[src/rtl/csa_share_ctrl.sv]
// -----------------------------------------------------------------------------
// csa_share_ctrl
//
// Shares one external combinational 4-bit carry-select adder between two
// requesters. Each request is a WIDTH-bit a + b + cin. It is executed one
// nibble per cycle, least significant nibble first, with the adder carry-out
// chained into the next carry-in. Requesters are served round-robin.
//
// Timing: the accepting edge is cycle 0. Nibbles are captured on edges
// 1..NNIB, and the response pulse is visible in cycle NNIB+1. Each operation
// occupies the block for NNIB+2 cycles.
//
// Ports:
//   clk, rst_n                 clock (rising edge), synchronous active-low reset
//   reqX_valid / reqX_ready    request handshake, accepted on valid && ready
//   reqX_a, reqX_b, reqX_cin   operands; held stable by the requester until accepted
//   rspX_valid                 one-cycle completion pulse for requester X
//   rspX_sum, rspX_cout        result; held until that requester's next completion
//   csa_a, csa_b, csa_cin      nibble operands driven to the external adder
//                              (zero outside RUN)
//   csa_s, csa_cout            sum and carry returned by the external adder
// -----------------------------------------------------------------------------
module csa_share_ctrl #(
    parameter int WIDTH = 16
) (
    input  logic             clk,
    input  logic             rst_n,

    input  logic             req0_valid,
    output logic             req0_ready,
    input  logic [WIDTH-1:0] req0_a,
    input  logic [WIDTH-1:0] req0_b,
    input  logic             req0_cin,

    input  logic             req1_valid,
    output logic             req1_ready,
    input  logic [WIDTH-1:0] req1_a,
    input  logic [WIDTH-1:0] req1_b,
    input  logic             req1_cin,

    output logic             rsp0_valid,
    output logic [WIDTH-1:0] rsp0_sum,
    output logic             rsp0_cout,

    output logic             rsp1_valid,
    output logic [WIDTH-1:0] rsp1_sum,
    output logic             rsp1_cout,

    output logic [3:0]       csa_a,
    output logic [3:0]       csa_b,
    output logic             csa_cin,
    input  logic [3:0]       csa_s,
    input  logic             csa_cout
);

    localparam int NNIB  = WIDTH / 4;
    localparam int IDX_W = (NNIB > 1) ? $clog2(NNIB) : 1;
    localparam logic [IDX_W-1:0] LAST_IDX = IDX_W'(NNIB - 1);

    typedef enum logic [1:0] {
        ST_IDLE,
        ST_RUN,
        ST_DONE
    } state_t;

    state_t r_state;
    state_t w_state_next;

    // Arbitration and sequencing state
    logic             r_last_grant;   // requester served most recently
    logic             r_owner;        // requester owning the current operation
    logic [IDX_W-1:0] r_idx;          // nibble being processed in RUN
    logic             r_carry;        // carry chained between nibbles

    // Operand and partial-result storage
    logic [WIDTH-1:0] r_a;
    logic [WIDTH-1:0] r_b;
    logic [WIDTH-1:0] r_sum;

    // Response registers
    logic             r_rsp0_valid;
    logic [WIDTH-1:0] r_rsp0_sum;
    logic             r_rsp0_cout;
    logic             r_rsp1_valid;
    logic [WIDTH-1:0] r_rsp1_sum;
    logic             r_rsp1_cout;

    logic             w_idle;
    logic             w_any_valid;
    logic             w_grant;        // 0: requester 0 wins, 1: requester 1 wins
    logic             w_accept;
    logic             w_last_nib;

    // -------------------------------------------------------------------------
    // Arbitration: a sole valid requester wins outright; under contention the
    // requester that was not served last wins.
    // -------------------------------------------------------------------------
    assign w_idle      = (r_state == ST_IDLE);
    assign w_any_valid = req0_valid | req1_valid;

    // NOTE: every signal written in an always_comb gets a default first, so
    // no path through the block can leave it unassigned and infer a latch.
    always_comb begin
        w_grant = 1'b0;
        if (req0_valid && req1_valid) begin
            w_grant = ~r_last_grant;
        end else begin
            w_grant = req1_valid;
        end
    end

    assign req0_ready = w_idle & w_any_valid & ~w_grant;
    assign req1_ready = w_idle & w_any_valid &  w_grant;

    // Whenever IDLE sees any valid request, exactly one ready is high, so the
    // handshake completes for the granted requester.
    assign w_accept   = w_idle & w_any_valid;
    assign w_last_nib = (r_idx == LAST_IDX);

    // -------------------------------------------------------------------------
    // FSM: state register
    // -------------------------------------------------------------------------
    // NOTE: clocked blocks use non-blocking assignments only, so every
    // register samples the pre-edge values of the others.
    always_ff @(posedge clk) begin
        if (!rst_n) begin
            r_state <= ST_IDLE;
        end else begin
            r_state <= w_state_next;
        end
    end

    // -------------------------------------------------------------------------
    // FSM: next-state logic
    // -------------------------------------------------------------------------
    always_comb begin
        w_state_next = r_state;
        case (r_state)
            ST_IDLE: begin
                if (w_accept) begin
                    w_state_next = ST_RUN;
                end
            end
            ST_RUN: begin
                if (w_last_nib) begin
                    w_state_next = ST_DONE;
                end
            end
            ST_DONE: begin
                w_state_next = ST_IDLE;
            end
            default: begin
                w_state_next = ST_IDLE;
            end
        endcase
    end

    // -------------------------------------------------------------------------
    // Adder drive: the current nibble pair and chained carry while in RUN,
    // zero otherwise.
    // -------------------------------------------------------------------------
    always_comb begin
        csa_a   = 4'h0;
        csa_b   = 4'h0;
        csa_cin = 1'b0;
        if (r_state == ST_RUN) begin
            csa_a   = r_a[4*r_idx +: 4];
            csa_b   = r_b[4*r_idx +: 4];
            csa_cin = r_carry;
        end
    end

    // -------------------------------------------------------------------------
    // Control registers
    // -------------------------------------------------------------------------
    always_ff @(posedge clk) begin
        if (!rst_n) begin
            r_last_grant <= 1'b1;    // requester 0 wins the first contention
            r_owner      <= 1'b0;
            r_idx        <= '0;
            r_carry      <= 1'b0;
        end else begin
            case (r_state)
                ST_IDLE: begin
                    if (w_accept) begin
                        r_owner      <= w_grant;
                        r_last_grant <= w_grant;
                        r_idx        <= '0;
                        r_carry      <= w_grant ? req1_cin : req0_cin;
                    end
                end
                ST_RUN: begin
                    r_carry <= csa_cout;
                    r_idx   <= w_last_nib ? '0 : r_idx + 1'b1;
                end
                default: begin
                end
            endcase
        end
    end

    // -------------------------------------------------------------------------
    // Operand and partial-sum storage
    // -------------------------------------------------------------------------
    // NOTE: these registers have no reset. They are always loaded before
    // they are read: operands on acceptance, every sum nibble during RUN.
    always_ff @(posedge clk) begin
        if (w_accept) begin
            r_a <= w_grant ? req1_a : req0_a;
            r_b <= w_grant ? req1_b : req0_b;
        end
        if (r_state == ST_RUN) begin
            r_sum[4*r_idx +: 4] <= csa_s;
        end
    end

    // -------------------------------------------------------------------------
    // Response registers. Only the owner's result is written, and the pulse
    // lasts exactly the one cycle after DONE. Reset mid-operation returns to
    // IDLE without passing through DONE, so no pulse is produced.
    // -------------------------------------------------------------------------
    always_ff @(posedge clk) begin
        if (!rst_n) begin
            r_rsp0_valid <= 1'b0;
            r_rsp0_sum   <= '0;
            r_rsp0_cout  <= 1'b0;
            r_rsp1_valid <= 1'b0;
            r_rsp1_sum   <= '0;
            r_rsp1_cout  <= 1'b0;
        end else begin
            r_rsp0_valid <= (r_state == ST_DONE) && !r_owner;
            r_rsp1_valid <= (r_state == ST_DONE) &&  r_owner;
            if (r_state == ST_DONE) begin
                if (r_owner) begin
                    r_rsp1_sum  <= r_sum;
                    r_rsp1_cout <= r_carry;
                end else begin
                    r_rsp0_sum  <= r_sum;
                    r_rsp0_cout <= r_carry;
                end
            end
        end
    end

    assign rsp0_valid = r_rsp0_valid;
    assign rsp0_sum   = r_rsp0_sum;
    assign rsp0_cout  = r_rsp0_cout;
    assign rsp1_valid = r_rsp1_valid;
    assign rsp1_sum   = r_rsp1_sum;
    assign rsp1_cout  = r_rsp1_cout;

endmodule

[config.mk]
export PLATFORM = sky130hd
export DESIGN_NAME = csa_share_ctrl
export DESIGN_NICKNAME = d
export VERILOG_FILES = /design/src/rtl/csa_share_ctrl.sv
export SDC_FILE = /design/constraint.sdc
export NUM_CORES = 1
export LEC_CHECK = 0
export BUFFER_PORTS_ARGS = -buffer_cell sky130_fd_sc_hd__clkbuf_2
export CORE_UTILIZATION = 51
export DETAILED_ROUTE_END_ITERATION = 10
export PLACE_DENSITY = 0.81
export SLEW_MARGIN = 5
export SYNTH_ARGS = -nofsm -noshare
export SYNTH_HDL_FRONTEND = slang
export SYNTH_SLANG_ARGS = --single-unit
[constraint.sdc]
create_clock -name clk -period 4.34 [get_ports clk]
set_input_delay 0.434 -clock clk [delete_from_list [all_inputs] [get_ports clk]]
set_output_delay 0.434 -clock clk [all_outputs]
set_load 0.02 [all_outputs]
==> out/results.ini <==
[cts]
clock_latency_ps=360
numCtsBuffers=9
htree_num_levels=3
cts-root-buf=clkbuf_8
clkSinkCount=91
postCtsSetupBuffers=0
hold_buffers=0
cts_max_path_buffers=2
post_cts_resized=0
cts_tree=done
clk_pin_slew_ps=90

[yosys]
yosysWarningCount=0
yosysSeqAreaShare_pct=58.4
synth_nets=412
avgSynthCellArea_um2=11.9
ys_ff_latch=91
syn_area_um2=3940
syn_inst=331
ys_types=40

[timing]
finalCritPeriodShare_pct=59.4
min_period_ps=2580
rsz0062_at_grt=no
max_freq_ghz=0.388
worstMarginPinSlew_ps=1160
slew_headroom_pct=22.3
setup_viol=0
setup-tns-final_ps=0
finalMaxSlewViolations=0
finalHoldViolations=0
skew_ps=13.8

[die]
rows=31
dieArea_um2=8080
ioPinCount=122
core_area_um2=7370
dieWidth_um=89.9
initial_core_util_pct=53.5
die_height_um=89.9

[critical_path]
cp_cell_sequence=mux4_1 > and2_1 > clkbuf_2
critPathKind=flop to primary output
critical_path.max_fanout=16
crit_path_start_kind=flop
ff2ff_path_depth=5
cp-end-kind=primary output
cp.arrival_ps=2150
required_ps=3910
crit_slowest_cell=dfxtp_1
max_stage_delay_ps=850

[finish]
area_delta_synth_final_pct=20.6
multiInputGateArea_um2=1500
diodes=0
regArea_um2=2300
nets=527
fillerInstances=591
drive_gt1_share_pct=41.2

[grt]
grt_max_degree=40
grt_pass1_vias=2867
antenna_found_initial=0
grt_overflow=0
grt_pass1_wl_mm=13.0
track_usage_pct=20.4

[power_and_ir_drop]
p_switching_mw=0.440
p_seq_share_pct=57.1
pwr-share-clk_pct=31.7
power_density_nw_per_um2=362
internal_power_mw=1.28
switching_share_pct=25.6
leakage_nw=1.88
ir_drop_mv=0.282
combPwrFrac_pct=11.2
power_mw=1.72

[status]
status=completed

[route]
drtAntennaViolNets=0
drc=0
drt-total-wl_mm=7.75
vias_per_cell=5.09
drt-initial-drc-count=147
vias=2802
wl_per_cell_um=14.1
drtPass1Iterations=5

[job]
maxCapViolCount=0

[placed_design]
hpwl_mm=5.72
gp_congestion=0.791
portBuffers=121

[hold_path]
whs_path_depth=2
hold_path.class=primary input to flop

per-layer routing:
metal	vias up	track usage (%)	part of all wire, %	wire (µm)
met1	1276	23.4	41	3180
met3	10	5.33	6.9	538
li1	1390	-	-	-
met2	126	36.6	51	3930
met4	0	7.66	1.4	105
met5	-	0	0	0
cells by family (layout without fill, tap and decap cells):
kind of cell | after synthesis | in the layout | synth area share [%]
AOI/OAI and AO/OA | 46 | 46 | 6.95
adders and majority gates | 6 | 6 | 1.90
buffers and inverters | 23 | 143 | 3.65
DFF | 91 | 91 | 58.4
muxes | 40 | 40 | 13.8
and+or+nand+nor | 125 | 125 | 15.3
sequential cells by signal (all words and copies together) (netlist names):
name and count:
r_b 16, rsp0_sum 16, r_idx 2, r_owner 1, rsp0_cout 1, rsp1_sum 16
rsp0_valid 1, rsp1_valid 1, r_carry 1, r_state 2, r_last_grant 1, r_a 16
r_sum 16, rsp1_cout 1
power groups by stage:
stage / logic [mW] / registers [mW] / clock network, mW
final: 0.193 / 0.983 / 0.545
after global routing: 0.211 / 0.989 / 0.598
after CTS: 0.196 / 0.985 / 0.560
after detailed placement: 0.194 / 1.00 / 0
after global placement: 0.188 / 1.00 / 0
after floorplan: 0.142 / 0.991 / 0
Yosys cell counts:
| library cell | count | area share (%) |
|---|---|---|
| nand2_1 | 73 | 7.0 |
| edfxtp_1 | 48 | 37 |
| dfxtp_1 | 43 | 22 |
| a21oi_1 | 36 | 4.6 |
| mux2_2 | 32 | 9.1 |
| and2_1 | 21 | 3.3 |
| nor2_1 | 9 | 0.86 |
| mux4_2 | 7 | 4.0 |
| nor3_1 | 7 | 0.89 |
| clkbuf_1 | 6 | 0.57 |
| ha_1 | 6 | 1.9 |
| inv_1 | 5 | 0.48 |
| buf_2 | 4 | 0.51 |
| buf_6 | 4 | 1.1 |
| buf_4 | 3 | 0.57 |
| nand2b_1 | 2 | 0.32 |
| o21ai_0 | 2 | 0.25 |
| a211oi_1 | 1 | 0.19 |
| a21boi_4 | 1 | 0.48 |
| a311oi_2 | 1 | 0.38 |
| and2b_1 | 1 | 0.19 |
| and3_1 | 1 | 0.16 |
| and3b_1 | 1 | 0.22 |
| and4bb_2 | 1 | 0.32 |
| buf_8 | 1 | 0.38 |
| mux4_1 | 1 | 0.67 |
| nand3_1 | 1 | 0.13 |
| nand3_2 | 1 | 0.25 |
| nand3b_1 | 1 | 0.19 |
| nand3b_2 | 1 | 0.29 |
| nor2b_1 | 1 | 0.16 |
| nor3b_4 | 1 | 0.48 |
| nor4_1 | 1 | 0.16 |
| o211ai_1 | 1 | 0.19 |
| o21a_1 | 1 | 0.19 |
| o21ba_2 | 1 | 0.25 |
| o311a_1 | 1 | 0.25 |
| o31ai_1 | 1 | 0.19 |
| or2_2 | 1 | 0.16 |
| or3b_1 | 1 | 0.22 |
cell type report:
type	count	share of cell area [%]
flip-flops and latches	91	48.4
multi-input cells	217	31.6
repair buffers	122	12.9
clock buffers	9	2.61
well taps	99	2.61
clock inverters	7	1.53
inverters	5	0.395
worst paths after layout:
kind | slack [ps] | start | endpoint
worst max-delay path | 1760 | r_idx[0] | csa_a[3]
worst min-delay path | 340 | rst_n | r_last_grant
worst max register to register | 2010 | r_idx[0] | r_sum[11]
worst min register to register | 460 | rsp0_sum[15] | rsp0_sum[15]
critical path, delay by kind of cell, from the launching register on:
family                 cells  cell delay, ps
multiplexers               1             630
flip-flops                 1             850
buffers and inverters      1             150
AND/OR/NAND/NOR            1             160
per-stage QoR:
stage | util, % | cells | hold slack, ps | setup WS [ps] | area [µm²]
5_1_grt | 64.5 | 550 | 341 | 1580 | 4750
4_1_cts | 64.5 | 550 | 319 | 1690 | 4750
2_1_floorplan | - | 331 | 448 | 1050 | 3940
3_3_place_gp | 61.9 | 534 | 443 | 2040 | 4560
3_5_place_dp | 61.9 | 534 | 447 | 1960 | 4560
6_report | 64.5 | 550 | 335 | 1760 | 4750
placed cells by master (no fill, tap or decap), types with 2 or more instances in the layout:
cell type    n
clkinv_4     3
dfxtp_1     43
mux2_2      32
nor3_1       6
nor2_1       9
o21ai_0      2
and2_1      21
mux4_2       7
a21oi_1     36
nand2b_1     2
clkbuf_8     9
ha_1         6
nand2_1     73
inv_8        2
inv_1        5
clkbuf_2   121
edfxtp_1    48
Power figures use the tool's default switching activity.
